[src/rtl/iomem_pkg.sv]
// Shared types and constants for the iomem bus-master initiator.
// Holds FSM state encoding, read strobe value and peripheral page ids.
package iomem_pkg;

  typedef enum logic [1:0] {
    ST_IDLE = 2'd0,
    ST_BUS  = 2'd1,
    ST_RESP = 2'd2
  } state_e;

  localparam logic [3:0] IOMEM_WSTRB_READ = 4'b0000;

  localparam logic [7:0] PAGE_GPIO    = 8'h03;
  localparam logic [7:0] PAGE_MMIO    = 8'h06;
  localparam logic [7:0] PAGE_FP_GPIO = 8'h07;

  // Reads go out with an all-zero strobe; writes keep their enables.
  function automatic logic [3:0] bus_wstrb(
    input logic       write,
    input logic [3:0] wstrb
  );
    return write ? wstrb : IOMEM_WSTRB_READ;
  endfunction

endpackage

[src/rtl/iomem_wait_ctr.sv]
// Wait counter with synchronous clear, count enable and terminal flag.
// Ports: clk, rst_n (async low), clr, en in; tc out (count == TC).
module iomem_wait_ctr #(
  parameter int W  = 9,
  parameter int TC = 255
) (
  input  logic clk,
  input  logic rst_n,
  input  logic clr,
  input  logic en,
  output logic tc
);

  logic [W-1:0] cnt_q;
  logic [W-1:0] cnt_d;

  always_comb begin
    cnt_d = cnt_q;
    if (clr) begin
      cnt_d = '0;
    end else if (en) begin
      cnt_d = cnt_q + 1'b1;
    end
  end

  always_ff @(posedge clk or negedge rst_n) begin
    if (!rst_n) begin
      cnt_q <= '0;
    end else begin
      cnt_q <= cnt_d;
    end
  end

  assign tc = (cnt_q == W'(TC));

endmodule

[src/rtl/iomem_initiator.sv]
// Bus-master end of the PicoSoC iomem interface, one transaction at a time.
// Ports: cmd_* request channel in, rsp_* response channel out, iomem_* bus.
// Optional IOMEM_INIT_TIMEOUT_EN: abandon a bus cycle after TIMEOUT_CYCLES.
module iomem_initiator
  import iomem_pkg::*;
#(
  parameter int TIMEOUT_CYCLES = 256,
  parameter int CNT_W          = 9
) (
  input  logic        clk,
  input  logic        resetn,
  input  logic        cmd_valid,
  output logic        cmd_ready,
  input  logic        cmd_write,
  input  logic [31:0] cmd_addr,
  input  logic [31:0] cmd_wdata,
  input  logic [3:0]  cmd_wstrb,
  output logic        rsp_valid,
  input  logic        rsp_ready,
  output logic [31:0] rsp_rdata,
  output logic        rsp_err,
  output logic        iomem_valid,
  input  logic        iomem_ready,
  output logic [3:0]  iomem_wstrb,
  output logic [31:0] iomem_addr,
  output logic [31:0] iomem_wdata,
  input  logic [31:0] iomem_rdata
);

  state_e      state_q, state_d;
  logic        cmd_ready_q, cmd_ready_d;
  logic        iomem_valid_q, iomem_valid_d;
  logic [3:0]  iomem_wstrb_q, iomem_wstrb_d;
  logic [31:0] iomem_addr_q, iomem_addr_d;
  logic [31:0] iomem_wdata_q, iomem_wdata_d;
  logic        write_q, write_d;
  logic        rsp_valid_q, rsp_valid_d;
  logic [31:0] rsp_rdata_q, rsp_rdata_d;
  logic        accept;
  logic        timeout;

  assign accept = (state_q == ST_IDLE) && cmd_valid && cmd_ready_q;

`ifdef IOMEM_INIT_TIMEOUT_EN
  logic rsp_err_q, rsp_err_d;
  logic ctr_en;
  logic ctr_tc;

  assign ctr_en  = (state_q == ST_BUS) && !iomem_ready;
  // Ready in the terminal cycle takes priority over the timeout.
  assign timeout = ctr_en && ctr_tc;

  iomem_wait_ctr #(
    .W  (CNT_W),
    .TC (TIMEOUT_CYCLES - 1)
  ) u_wait_ctr (
    .clk   (clk),
    .rst_n (resetn),
    .clr   (accept),
    .en    (ctr_en),
    .tc    (ctr_tc)
  );
`else
  logic [CNT_W-1:0] unused_tmo;
  assign unused_tmo = CNT_W'(TIMEOUT_CYCLES);
  assign timeout    = 1'b0;
`endif

  always_comb begin
    state_d       = state_q;
    iomem_valid_d = iomem_valid_q;
    iomem_wstrb_d = iomem_wstrb_q;
    iomem_addr_d  = iomem_addr_q;
    iomem_wdata_d = iomem_wdata_q;
    write_d       = write_q;
    rsp_valid_d   = rsp_valid_q;
    rsp_rdata_d   = rsp_rdata_q;
`ifdef IOMEM_INIT_TIMEOUT_EN
    rsp_err_d     = rsp_err_q;
`endif
    unique case (state_q)
      ST_IDLE: begin
        if (accept) begin
          iomem_addr_d  = cmd_addr;
          iomem_wdata_d = cmd_wdata;
          iomem_wstrb_d = bus_wstrb(cmd_write, cmd_wstrb);
          write_d       = cmd_write;
          iomem_valid_d = 1'b1;
          state_d       = ST_BUS;
        end
      end
      ST_BUS: begin
        // Valid drops on the ready edge so responders never retrigger.
        if (iomem_ready) begin
          iomem_valid_d = 1'b0;
          rsp_valid_d   = 1'b1;
          rsp_rdata_d   = write_q ? 32'h0 : iomem_rdata;
`ifdef IOMEM_INIT_TIMEOUT_EN
          rsp_err_d     = 1'b0;
`endif
          state_d       = ST_RESP;
        end else if (timeout) begin
          iomem_valid_d = 1'b0;
          rsp_valid_d   = 1'b1;
          rsp_rdata_d   = 32'h0;
`ifdef IOMEM_INIT_TIMEOUT_EN
          rsp_err_d     = 1'b1;
`endif
          state_d       = ST_RESP;
        end
      end
      ST_RESP: begin
        if (rsp_ready) begin
          rsp_valid_d = 1'b0;
          state_d     = ST_IDLE;
        end
      end
      default: begin
        iomem_valid_d = 1'b0;
        rsp_valid_d   = 1'b0;
        state_d       = ST_IDLE;
      end
    endcase
    cmd_ready_d = (state_d == ST_IDLE);
  end

  always_ff @(posedge clk or negedge resetn) begin
    if (!resetn) begin
      state_q       <= ST_IDLE;
      cmd_ready_q   <= 1'b0;
      iomem_valid_q <= 1'b0;
      iomem_wstrb_q <= '0;
      iomem_addr_q  <= '0;
      iomem_wdata_q <= '0;
      write_q       <= 1'b0;
      rsp_valid_q   <= 1'b0;
      rsp_rdata_q   <= '0;
    end else begin
      state_q       <= state_d;
      cmd_ready_q   <= cmd_ready_d;
      iomem_valid_q <= iomem_valid_d;
      iomem_wstrb_q <= iomem_wstrb_d;
      iomem_addr_q  <= iomem_addr_d;
      iomem_wdata_q <= iomem_wdata_d;
      write_q       <= write_d;
      rsp_valid_q   <= rsp_valid_d;
      rsp_rdata_q   <= rsp_rdata_d;
    end
  end

`ifdef IOMEM_INIT_TIMEOUT_EN
  always_ff @(posedge clk or negedge resetn) begin
    if (!resetn) begin
      rsp_err_q <= 1'b0;
    end else begin
      rsp_err_q <= rsp_err_d;
    end
  end
  assign rsp_err = rsp_err_q;
`else
  assign rsp_err = 1'b0;
`endif

  assign cmd_ready   = cmd_ready_q;
  assign iomem_valid = iomem_valid_q;
  assign iomem_wstrb = iomem_wstrb_q;
  assign iomem_addr  = iomem_addr_q;
  assign iomem_wdata = iomem_wdata_q;
  assign rsp_valid   = rsp_valid_q;
  assign rsp_rdata   = rsp_rdata_q;

endmodule

[config.mk]
export PLATFORM = sky130hd
export DESIGN_NAME = iomem_initiator
export DESIGN_NICKNAME = d
export VERILOG_FILES = /design/src/rtl/iomem_pkg.sv /design/src/rtl/iomem_wait_ctr.sv /design/src/rtl/iomem_initiator.sv
export SDC_FILE = /design/constraint.sdc
export NUM_CORES = 1
export LEC_CHECK = 0
export BUFFER_PORTS_ARGS = -buffer_cell sky130_fd_sc_hd__buf_2
export CAP_MARGIN = 20
export CORE_MARGIN = 3
export CORE_UTILIZATION = 50
export DETAILED_ROUTE_END_ITERATION = 10
export PLACE_DENSITY = 0.91
export SLEW_MARGIN = 20
export SYNTH_ARGS = -nofsm -noshare
export SYNTH_HDL_FRONTEND = slang
export SYNTH_HIERARCHICAL = 1
export SYNTH_SLANG_ARGS = --single-unit
export TNS_END_PERCENT = 50
[constraint.sdc]
create_clock -name clk -period 2.5 [get_ports clk]
set_input_delay 0.125 -clock clk [delete_from_list [all_inputs] [get_ports clk]]
set_output_delay 0.125 -clock clk [all_outputs]
set_load 0.02 [all_outputs]
# Word level (Yosys, flattened, before mapping)
# Cells that the tools add are included.
# totals
word_cells	36
register_bits	106
# op_classes
bitwise	2
n_reduce_logical	8
n_eq_ne	5
n_mux	12
# ops
operator	count
32-bit two-way mux	1
2-bit two-way mux	3
2-bit != test, second input constant	3
1-bit case mux with 3 select lines	2
2-bit case mux with 3 select lines	1
3-bit AND reduction	2
2-bit logical NOT	2
1-bit two-way mux	4
4-bit two-way mux	1
2-bit AND reduction	2
2-bit by 1-bit == test with 1-bit output, second input constant	1
2-bit == test, second input constant	1
1-bit logical AND	2
1-bit NOT	2

# Depth between registers and ports, before layout
# depth
word_depth	6
mapped_depth	4
mapped_depth_nobuf	2

# Worst setup path before layout
# No wires, ideal clock.
# synth_timing
path_type	flip-flop to flip-flop
start	register state_q[0]
end	register iomem_addr_q[0], in the netlist iomem_addr[0]
t_arrival_ns	1.382
n_path_buf	2
path_stages_with_launch	5
path_slack_ns	0.993
cell_sequence	dfrtp_1 nor4bb_2 buf_6 buf_12 mux2_4
# synth_between
elab_chain_cells	4
# synth_lines
element	line_no	source
start: declaration	iomem_initiator.sv:30	state_e state_q, state_d;
start signal: assignment	iomem_initiator.sv:139	state_q <= state_d;
2-bit logical NOT (*)	iomem_initiator.sv:42, iomem_initiator.sv:81	
1-bit logical AND (2 in a row)	iomem_initiator.sv:42	assign accept = (state_q == ST_IDLE) && cmd_valid && cmd_ready_q;
2-bit AND reduction (no source line) (*)	n/a	
end signal: assignment	iomem_initiator.sv:143	iomem_addr_q <= iomem_addr_d;
end: declaration	iomem_initiator.sv:34	logic [31:0] iomem_addr_q, iomem_addr_d;
# Every way passes the cells marked *; elsewhere a longest branch is shown, timed or not.
# A chain may end at the register's enable or synchronous reset.

# Worst setup path after layout
# layout_timing
start	register state_q[0]
end	register iomem_wdata_q[13], in the netlist iomem_wdata[13]
# layout_between
elab_chain_cells	4
# layout_lines
element	line_no	source
2-bit logical NOT (*)	iomem_initiator.sv:42, iomem_initiator.sv:81	
1-bit logical AND (2 in a row)	iomem_initiator.sv:42	
2-bit AND reduction (no source line) (*)	n/a	
end signal: assignment	iomem_initiator.sv:144	iomem_wdata_q <= iomem_wdata_d;
end: declaration	iomem_initiator.sv:35	logic [31:0] iomem_wdata_q, iomem_wdata_d;
# Marks and branches as above.

==> impl_metrics.json <==
{
  "dieWidth_um": 101.9,
  "antenna_found_initial": 1,
  "postCtsSetupRepairBufs": 0,
  "status": "finished, final reports clean",
  "die_area_um2": 10380,
  "holdWs_ns": 0.01751,
  "finalSetupTns_ns": 0,
  "area_growth_pct": 41.57,
  "post-route-min-period_ns": 1.915,
  "drt_iter0_drc": 70,
  "rsz0062_at_grt": "false",
  "grt_start_max_net_pins": 57,
  "place_inst": 586,
  "synthCells": 276,
  "powerDensity_nw_per_um2": 1303,
  "clockPowerShare": 0.126,
  "critPathMaxFanout": 11,
  "grt_usage": 0.2156,
  "p_int_mw": 5.159,
  "wl_per_cell_um": 17.13,
  "drc_errors": 0,
  "htree_levels": 3,
  "end_kind": "flop",
  "cp.arrival_ns": 2.17,
  "cts_max_path_buffers": 2,
  "io_buffers": 208,
  "comb_power_share": 0.506,
  "core-area_um2": 8806,
  "maxCapViolations": 0,
  "place_congestion": 0.7563,
  "clkSinkCount": 106,
  "yosysUniqueCellTypes": 21,
  "viasPerCell": 4.813,
  "finalHoldViolCount": 0,
  "synth-seq-cells": 106,
  "nets": 656,
  "worst_slew_pin_slew_ns": 0.6916,
  "cts_tree": "built",
  "fmax_mhz": 522.1,
  "min_path_type": "in -> reg",
  "final_max_slew_viol_count": 0,
  "pre_cts_ws_ns": 0.5918,
  "slew_headroom": 0.5390,
  "startpoint_type": "flop",
  "stdcell_count": 664,
  "synth-warning-count": 6,
  "clock-root-buffer": "clkbuf_8",
  "drtAntennaViolNets": 0,
  "seq_power_share": 0.368,
  "seq_area_frac_synth": 0.5772,
  "vdd_ir_drop_max_uv": 678.3,
  "hpwl_um": 7486,
  "fin_worst_skew_ns": 0.01162,
  "cts_buffers": 9,
  "cp.required_ns": 2.75,
  "row_count": 34,
  "syn-num-nets": 382,
  "ios": 210,
  "initial_core_util": 0.5219,
  "insertion_delay_ns": 0.35,
  "dr.pass1.iters": 4,
  "grt_pass1_vias": 3612,
  "routed-via-count": 3196,
  "die_h_um": 101.9,
  "syn_area_um2": 4596,
  "syn_area_per_cell_um2": 16.65,
  "final.setup.worst_slack_ns": 0.5846,
  "min_period_over_period": 0.7662,
  "wirelength_um": 11380,
  "p_leak_nw": 3.350,
  "p_sw_frac": 0.3915,
  "p_sw_mw": 3.319,
  "grt-ovfl-total": 0,
  "clkSlewWorstSetupHoldPaths_ns": 0.11,
  "grt_pass1_wl_um": 17330,
  "drive_above_1_share": 0.6018,
  "finalSetupViolations": 0,
  "path_class": "reg -> reg"
}
final cells by class:
cell class / instances / area, um^2
Clock inverter: 7 / 76.32
Inverter: 5 / 18.77
Sequential cell: 106 / 2653
Antenna cell: 1 / 2.502
Tap cell: 108 / 135.1
Clock buffer: 9 / 123.9
Multi-Input combinational cell: 149 / 1718
Timing Repair Buffer: 279 / 1779
Fill cell: 558 / 2300
registers in the layout (all words and copies together), names as in the netlist:
signal       flops
iomem_wdata     32
rsp_valid        1
rsp_rdata       32
iomem_addr      32
iomem_wstrb      4
write_q          1
cmd_ready        1
iomem_valid      1
state_q          2
critical path, stage by stage, from the launching register on:
cell,delay (ns)
dfrtp_1,0.47
nor4bb_4,0.65
buf_4,0.36
mux2_4,0.33
logic make-up (layout without fill, tap and decap cells):
group	Yosys count	count (layout)	share of synthesized area
flops	106	106	0.5772
buf+inv	21	300	0.05091
compound gates	7	7	0.01062
simple gates	40	40	0.05527
mux	101	101	0.3052
other cells	1	2	0.0008160
power by group through the flow:
stage | logic [mW] | clock network [mW] | registers, mW
after floorplan | 2.00 | 0 | 4.09
after global placement | 4.11 | 0 | 3.06
after detailed placement | 4.23 | 0 | 3.11
after CTS | 4.29 | 1.09 | 3.10
after global routing | 4.53 | 1.15 | 3.22
final | 4.29 | 1.07 | 3.12
per-stage QoR:
stage	instance area (um^2)	total power, mW	util
after global routing	6506	8.910	0.7388
final	6506	8.478	0.7388
after detailed placement	5693	7.334	0.6465
after floorplan	4596	6.095	-
after global placement	5693	7.169	0.6465
after CTS	6494	8.489	0.7374
placed cells by master, fill, tap and decap left out:
master / instances
conb_1: 1
buf_12: 4
o2bb2ai_1: 1
buf_2: 207
clkinvlp_4: 2
a211oi_1: 1
bufinv_16: 1
buf_4: 7
a21o_1: 3
inv_6: 2
nand2_1: 4
mux2i_1: 4
nor4bb_4: 1
mux2_2: 25
clkinv_4: 1
o21ai_0: 1
nor2_1: 1
clkinv_2: 1
inv_1: 5
a21oi_1: 1
and3b_2: 1
and2b_2: 1
diode_2: 1
mux2_4: 72
dfrtp_1: 106
dlygate4sd3_1: 61
nor2b_1: 32
clkbuf_8: 9
layer usage:
layer,routed length [um],part of all wire,GRT usage,vias to the layer above
met5,0,0,0,-
met4,206,0.018,0.08678,0
met3,591,0.052,0.04096,17
met2,6220,0.55,0.3994,122
met1,4359,0.38,0.2441,1573
li1,-,-,-,1484
synthesized netlist by cell type:
cell | number | share of area
a211oi_1 | 1 | 0.0016
a21o_1 | 3 | 0.0049
a21oi_1 | 1 | 0.0011
and2b_2 | 1 | 0.0019
and3b_2 | 1 | 0.0022
buf_12 | 7 | 0.030
buf_4 | 1 | 0.0016
buf_6 | 5 | 0.012
clkbuf_1 | 3 | 0.0025
conb_1 | 1 | 0.00082
dfrtp_1 | 106 | 0.58
inv_1 | 5 | 0.0041
mux2_2 | 25 | 0.061
mux2_4 | 72 | 0.24
mux2i_1 | 4 | 0.0087
nand2_1 | 4 | 0.0033
nor2_1 | 1 | 0.00082
nor2b_1 | 32 | 0.044
nor4bb_2 | 1 | 0.0035
o21ai_0 | 1 | 0.0011
o2bb2ai_1 | 1 | 0.0019
path summary, 6_finish.rpt:
| check | startpoint | to | slack [ns] | cells past startpoint |
|---|---|---|---|---|
| setup / recovery | state_q[0] | iomem_wdata[13] | 0.58 | 3 |
| setup reg to reg | state_q[0] | iomem_wdata[13] | 0.58 | 3 |
| min in group asynchronous | resetn | rsp_rdata[26] | 0.35 | 2 |
| hold reg to reg | iomem_valid | iomem_valid | 0.49 | 1 |
| hold / removal | cmd_wstrb[0] | iomem_wstrb[0] | 0.02 | 3 |
| max in group asynchronous | resetn | rsp_valid | 1.42 | 3 |
timing repair:
item                                    CTS  global route
endpoints found under the hold margin   114             1
hold buffers                             60             1
endpoints found under the setup margin    0             0
resized for setup                         0             0
Power figures use the tool's default switching activity.
